--- src/rtl/video_pkg.sv ---
// Shared video-pipeline types: reader FSM states, Wishbone cycle-type codes
// and the pixel word width used between the framebuffer and the pixel FIFO.
package video_pkg;

  typedef enum logic [1:0] {
    IDLE  = 2'd0,
    BURST = 2'd1,
    GAP   = 2'd2
  } state_t;

  localparam logic [2:0] CTI_CLASSIC = 3'b000;
  localparam logic [2:0] CTI_INCR    = 3'b010;
  localparam logic [2:0] CTI_EOB     = 3'b111;

  localparam int PIX_W = 32;

endpackage

--- src/rtl/fb_reader.sv ---
// Framebuffer reader: a Wishbone burst master that fetches the frame in
// raster order and pushes every returned word into the pixel FIFO. Bursts
// are fixed length, never straddle the end of the frame, and are only
// launched when the FIFO reports room for a whole burst.
module fb_reader
  import video_pkg::*;
#(
  parameter int          HDISP    = 800,
  parameter int          VDISP    = 480,
  parameter int          BURST    = 64,
  parameter logic [31:0] BASE_ADR = 32'h0
) (
  input  logic             clk,
  input  logic             rst_n,
  input  logic             en,
  output logic [31:0]      wb_adr,
  output logic             wb_cyc,
  output logic             wb_stb,
  output logic             wb_we,
  output logic [3:0]       wb_sel,
  output logic [2:0]       wb_cti,
  output logic [1:0]       wb_bte,
  input  logic [31:0]      wb_dat_sm,
  input  logic             wb_ack,
  output logic [PIX_W-1:0] fifo_wdata,
  output logic             fifo_write,
  input  logic             fifo_walmost_full,
  output logic             frame_done
);

  localparam int NPIX = HDISP * VDISP;
  // Keep counters at least one bit wide so degenerate sizes still elaborate.
  localparam int PCW  = (NPIX  > 1) ? $clog2(NPIX)  : 1;
  localparam int BCW  = (BURST > 1) ? $clog2(BURST) : 1;
  localparam logic [PCW-1:0] PIX_LAST  = PCW'(NPIX - 1);
  localparam logic [BCW-1:0] BEAT_LAST = BCW'(BURST - 1);

  state_t           state_q;
  logic [PCW-1:0]   pix_q;
  logic [PCW-1:0]   pix_d;
  logic [BCW-1:0]   beat_q;
  logic [BCW-1:0]   beat_d;
  logic [31:0]      adr_q;
  logic [31:0]      adr_d;
  logic             stb_q;
  logic [2:0]       cti_q;
  logic [PIX_W-1:0] wdata_q;
  logic             write_q;
  logic             done_q;

  logic pix_wrap;    // current beat carries the final pixel of the frame
  logic last_beat;   // current beat terminates the burst
  logic next_last;   // the beat after an accepted one terminates the burst
  logic start_last;  // a burst launched now consists of a single beat

  // Next counter/address values and burst-termination look-ahead.
  always_comb begin
    pix_wrap   = (pix_q == PIX_LAST);
    pix_d      = pix_wrap ? '0 : pix_q + PCW'(1);
    beat_d     = beat_q + BCW'(1);
    adr_d      = pix_wrap ? BASE_ADR : adr_q + 32'd4;
    last_beat  = (beat_q == BEAT_LAST) || pix_wrap;
    next_last  = (beat_d == BEAT_LAST) || (pix_d == PIX_LAST);
    start_last = (BEAT_LAST == '0) || pix_wrap;
  end

  // Reader FSM with counters, address generation and registered FIFO push.
  always_ff @(posedge clk) begin
    if (!rst_n) begin
      state_q <= video_pkg::IDLE;
      pix_q   <= '0;
      beat_q  <= '0;
      adr_q   <= BASE_ADR;
      stb_q   <= 1'b0;
      cti_q   <= CTI_CLASSIC;
      wdata_q <= '0;
      write_q <= 1'b0;
      done_q  <= 1'b0;
    end else begin
      write_q <= 1'b0;
      done_q  <= 1'b0;
      case (state_q)
        video_pkg::IDLE: begin
          // The FIFO flag promises room for a full burst, so it is only
          // consulted here and never while a burst is in flight.
          if (en && !fifo_walmost_full) begin
            state_q <= video_pkg::BURST;
            stb_q   <= 1'b1;
            cti_q   <= start_last ? CTI_EOB : CTI_INCR;
          end
        end
        video_pkg::BURST: begin
          if (wb_ack) begin
            wdata_q <= wb_dat_sm;
            write_q <= 1'b1;
            done_q  <= pix_wrap;
            pix_q   <= pix_d;
            adr_q   <= adr_d;
            if (last_beat) begin
              beat_q  <= '0;
              stb_q   <= 1'b0;
              cti_q   <= CTI_CLASSIC;
              state_q <= video_pkg::GAP;
            end else begin
              beat_q <= beat_d;
              cti_q  <= next_last ? CTI_EOB : CTI_INCR;
            end
          end
        end
        video_pkg::GAP: begin
          // Guarantees at least one idle bus cycle between bursts.
          state_q <= video_pkg::IDLE;
        end
        default: begin
          state_q <= video_pkg::IDLE;
          stb_q   <= 1'b0;
          cti_q   <= CTI_CLASSIC;
        end
      endcase
    end
  end

  assign wb_adr     = adr_q;
  assign wb_cyc     = stb_q;
  assign wb_stb     = stb_q;
  assign wb_we      = 1'b0;
  assign wb_sel     = 4'b1111;
  assign wb_cti     = cti_q;
  assign wb_bte     = 2'b00;
  assign fifo_wdata = wdata_q;
  assign fifo_write = write_q;
  assign frame_done = done_q;

endmodule
--- config.mk ---
export PLATFORM = sky130hd
export DESIGN_NAME = fb_reader
export DESIGN_NICKNAME = d
export VERILOG_FILES = /design/src/rtl/video_pkg.sv /design/src/rtl/fb_reader.sv
export SDC_FILE = /design/constraint.sdc
export NUM_CORES = 1
export LEC_CHECK = 0
export CAP_MARGIN = 15
export CORE_MARGIN = 3
export CORE_UTILIZATION = 44
export DETAILED_ROUTE_END_ITERATION = 8
export PLACE_DENSITY = 0.77
export REMOVE_ABC_BUFFERS = 1
export SETUP_SLACK_MARGIN = 0.1
export SKIP_LAST_GASP = 1
export SLEW_MARGIN = 20
export SYNTH_ARGS = -nofsm -noshare
export SYNTH_HDL_FRONTEND = slang
export SYNTH_SLANG_ARGS = --single-unit
export TNS_END_PERCENT = 1
--- constraint.sdc ---
create_clock -name clk -period 2.1 [get_ports clk]
set_input_delay 0.63 -clock clk [delete_from_list [all_inputs] [get_ports clk]]
set_output_delay 0.63 -clock clk [all_outputs]
set_load 0.03 [all_outputs]
# After elaboration in Yosys (flattened, before gate mapping)
# Cells that the tools add are included.
# word_totals
register_bits	97
in_bits	37
output_inout_bits	78
# classes
addsub	3
n_eq_ne	9
muxes	18
bitwise	1
reduce_logical	11
# op_table
cell	count
equality test 19 bit (second input constant)	2
adder 32 x 3 -> 32 bit (second input constant)	1
two-way mux 32 bit	1
adder 19 x 1 -> 19 bit (second input constant)	1
two-way mux 19 bit	1
two-way mux 3 bit	5
equality test 6 bit (second input constant)	2
one-hot mux 3 bit (3 select lines)	1
AND reduction 3 bit	3
adder 6 x 1 -> 6 bit (second input constant)	1
two-way mux 2 bit	3
two-way mux 6 bit	1
!= test 2 bit (second input constant)	3
two-way mux 1 bit	4
one-hot mux 2 bit (2 select lines)	1
AND reduction 2 bit	2
AND reduction 4 bit	1
one-hot mux 1 bit (3 select lines)	1
equality test 2 x 1 -> 1 bit (second input constant)	1
equality test 2 bit (second input constant)	1
zero test 2 bit	1
logical OR 1 bit	2
logical AND 1 bit	1
zero test 1 bit	1
NOT 1 bit	1

# Logic depth before layout (Yosys ltp)
# Gate-level depths: netlist of run 1.
# logic_depth
word_depth	8
ltp_mapped	10

# Worst setup path after synthesis of run 1
# Ideal clock, no wire load.
# synth_path
path_kind	register -> register
startpoint	register pix_q[0]
endpoint	register pix_q[9]
setup_time_ps	128
arrival_time_ps	1880
slack_ps	92
path_stages_with_launch	11
synth_period_minus_slack_ps	2008
cell_sequence	dfxtp_1 ha_1 buf_2 nand4_2 nor3_4 nand3_2 buf_2 buf_6 a21o_1 a21oi_1 nor2_1
# synth_via
elab_chain_cells	2
word_cells_on_any_way	3
classes_between	1 x add/sub; 1 x eq/ne; 1 x mux
# synth_lines
item	line_no	text
start: declaration	fb_reader.sv:39	logic [PCW-1:0] pix_q;
start signal: assignment	fb_reader.sv:97	pix_q <= pix_d;
adder 19 x 1 -> 19 bit or equality test 19 bit (tied branches)	fb_reader.sv:59, fb_reader.sv:58	
two-way mux 19 bit *	fb_reader.sv:59	pix_d = pix_wrap ? '0 : pix_q + PCW'(1);
# Every way passes the cells marked *; elsewhere a longest branch is shown, timed or not.
# A chain may end at the register's enable or synchronous reset.

# Worst setup path in the final report of run 1
# layout_path
startpoint	register adr_q[27], in the netlist wb_adr[27]
endpoint	output wb_adr[27]
# layout_lines
item	line_no	text
start: declaration	fb_reader.sv:43	logic [31:0] adr_q;
start signal: assignment	fb_reader.sv:98	adr_q <= adr_d;
end: declaration	fb_reader.sv:16	output logic [31:0] wb_adr,
# No word-level cell between the ends.

==> reports/metrics.yaml, run 1 <==
status: "finished with violations"
failed_checks: "negative setup slack"
r2r_setup_slack_ns: 0.04
grt_pass1_wl_um: 18110
ir_drop_mv: 0.4782
cp_num_cells: 1
total_power_uw: 3404
avgSynthCellArea_um2: 8.124
die_h_um: 107.0
worstPathMaxFanout: 5
period_needed_ns: 2.125
hp-class: "flop to flop"
synth_edf_count: 0
final_cell_area_mm2: 0.005993
top_layer_used: "met4"
required_ns: 1.47
r2r_cells: 8
die_w_um: 107.0
grt_pass1_vias: 3917
drc: 0
cp.arrival_ns: 1.50
path_class: "flop to output port"
vias: 4156
die_area_mm2: 0.01144
clock.fmax_mhz: 470.5
rsz0062_at_grt: "yes"
setup_viol: 9
cts_buffers: 9
fill_cells: 909
place_area_mm2: 0.005778
worst_pin_slew_ns: 0.5934
gp_congestion: 0.8918
synth_cell_type_count: 59
grt_max_degree: 56
max-cap-violations: 0
overflow: 0
ios: 115
p_leak_uw: 0.002080
n_antenna_cell: 0
grt_antenna_before_repair: 0
clock-sinks: 94
yosys-top-cells-area: "dfxtp_1, nand2_1, a21oi_1, nor2_1, xnor2_1"
viasPerCell: 5.163
syn-cell-area_mm2: 0.004484
yosys_warnings: 0
met3_length_um: 657
drt_iter0_markers: 245
ant_nets: 0
critPathLaunchType: "flop"
synthToLayoutAreaGrowth_pct: 33.65
start_util_pct: 45.67
grt.total_usage_pct: 19.18
wl_met2_um: 5617
tritoncts: "yes"
ys_seq_area_share_pct: 41.96
clock_latency_ns: 0.36
row_count: 36
startpoint: "wb_adr[27]"
setup_ws_ns: -0.02548
htree_levels: 3
place_hpwl_um: 8034
drive_above_1_share_pct: 11.46
slew_violations: 0
cp-end-kind: "output port"
max_stage_delay_ns: 0.71
clockRootBuffer: "clkbuf_8"
drt-pass1-iter-count: 4
maxSlewHeadroom_pct: 60.44
wirelength_um: 10950
r2r_end: "wb_cti[0]"
regToRegStartpoint: "pix_q[0]"
cts_max_path_buffers: 2
yosys_most_used_dff: "dfxtp_1"
clkSlewWorstSetupHoldPaths_ns: 0.10
skew_ns: 0.01173
dp_slack_ns: -0.4046
yosys.area.top_type: "dfxtp_1"
fp.coreArea_mm2: 0.009819
cp_slowest_cell: "clkdlybuf4s50_1"
io_buffer_count: 105
critPathTopFamily: "buffers and inverters"
hold_viol: 0
cp_cell_sequence: "clkdlybuf4s50_1"
wl_per_cell_um: 13.61
critical_path_buf_inv_count: 1
syn_inst: 552
synth_top_cell_area_share_pct: 41.96
critPathCapture: "wb_adr[27]"
drt-met1-wl_um: 4530
ys_seq_elements: 94
period_share_pct: 101.2
fin_nets: 708
synthArstFlopShare_pct: 0
powerDensity_mw_per_mm2: 567.9
[cell type report]
class	instances	area (µm²)	area share, %
Timing Repair Buffer	142	1355	22.61
Inverter	12	45.04	0.7516
Tap cell	133	166.4	2.777
Sequential cell	94	1882	31.40
Clock inverter	6	68.82	1.148
Multi-Input combinational cell	408	2338	39.02
Clock buffer	10	137.6	2.296
[worst min-delay path by stage]
stage          depth (start not counted)  slack, ns             end      startpoint
2_1_floorplan                          2       0.45       beat_q[4]       beat_q[4]
3_3_place_gp                           2       0.44  fifo_wdata[25]  fifo_wdata[25]
3_5_place_dp                           2       0.45  fifo_wdata[31]  fifo_wdata[31]
4_1_cts                                2       0.46  fifo_wdata[31]  fifo_wdata[31]
5_1_grt                                2       0.47   fifo_wdata[3]   fifo_wdata[3]
6_report                               2       0.46  fifo_wdata[28]  fifo_wdata[28]
[cells in the final DEF, fill, tap and decap left out, drive strengths merged, types with 10 or more instances in the layout]
| master | synthesis | routed |
|---|---|---|
| clkdlybuf4s50 | 0 | 103 |
| nand2 | 101 | 101 |
| dfxtp | 94 | 94 |
| a21oi | 60 | 60 |
| nor2 | 43 | 43 |
| buf | 29 | 37 |
| nand3 | 25 | 25 |
| o21ai | 20 | 20 |
| xnor2 | 18 | 18 |
| xor2 | 17 | 17 |
| nor3 | 17 | 17 |
| nand4 | 16 | 16 |
| inv | 12 | 13 |
| or3 | 12 | 12 |
| clkbuf | 16 | 10 |
[cells in the mapped netlist (3+ instances only)]
cell      instances
clkbuf_1         16
nand4b_1          3
nor2_1           42
nor3_1           12
and3_1            9
nand2b_1          7
dfxtp_1          94
nand3_1          22
inv_1            12
nand4_2           3
or3_1            12
buf_4            13
xnor2_1          18
a21oi_1          60
nor3_2            4
buf_2            14
o21ai_1           4
nand4_1          12
nand2_1         100
a21o_1            3
o21ai_0          16
a31oi_1           4
ha_1              4
xor2_1           17
[where the power goes]
group          internal [µW]  switching, µW
combinational            153            186
clock                    589            645
sequential              1810           20.5
[cells by family after synthesis]
| logic type | count (synthesis) | share of synthesized area (%) |
|---|---|---|
| DFF | 94 | 41.96 |
| other | 2 | 0.1675 |
| and+or+nand+nor | 258 | 30.66 |
| adders and majority gates | 4 | 1.116 |
| buffers and inverters | 57 | 6.585 |
| xor gates and xnor gates | 35 | 6.836 |
| AOI/OAI and AO/OA | 102 | 12.67 |
[repair_timing]
item | CTS | global route
endpoints found under the setup margin | 75 | 100
pin swaps | 0 | 3
gates resized for setup | 1 | 1
buffers inserted | 0 | 1
hold buffers | 0 | 0
[state kept, by name (all words and copies together), names as in the netlist]
name,count
wb_adr,30
fifo_write,1
wb_cyc,1
state_q,2
pix_q,19
frame_done,1
wb_cti,2
beat_q,6
fifo_wdata,32
[worst reg2reg max path: stages, from the launching register on]
cell	delay [ns]
dfxtp_1	0.36
ha_1	0.22
nand4_2	0.16
buf_4	0.19
nor4_4	0.34
nand3_1	0.19
xor2_1	0.23
nor3_2	0.07
a31o_1	0.21
[layer usage]
metal  GRT usage (%)  vias to the layer above
met1           22.71                     1924
met2           33.63                      119
li1                -                     2101
met5               0                        -
met3           4.877                       12
met4           6.667                        0
[stage by stage]
step	setup TNS, ns	hold slack, ns	util, %	instances
finish	-0.1123	0.4556	61.03	805
global route	-1.816	0.4735	61.03	805
CTS	-0.3923	0.4597	60.93	804
detailed placement	-9.660	0.4459	58.84	788
global placement	-7.904	0.4410	58.84	788
floorplan	-36.54	0.4536	-	514
(Power assumes the default switching activity.)
==> run 2, diff against run 1 <==
--- a/config.mk
+++ b/config.mk
@@ -9,6 +9,7 @@
 export CORE_MARGIN = 3
 export CORE_UTILIZATION = 44
 export DETAILED_ROUTE_END_ITERATION = 8
+export GPL_ROUTABILITY_DRIVEN = 0
 export PLACE_DENSITY = 0.77
 export REMOVE_ABC_BUFFERS = 1
 export SETUP_SLACK_MARGIN = 0.1
==> results of run 2 <==
The final DEF is identical to that of run 1; final timing and power are the same.
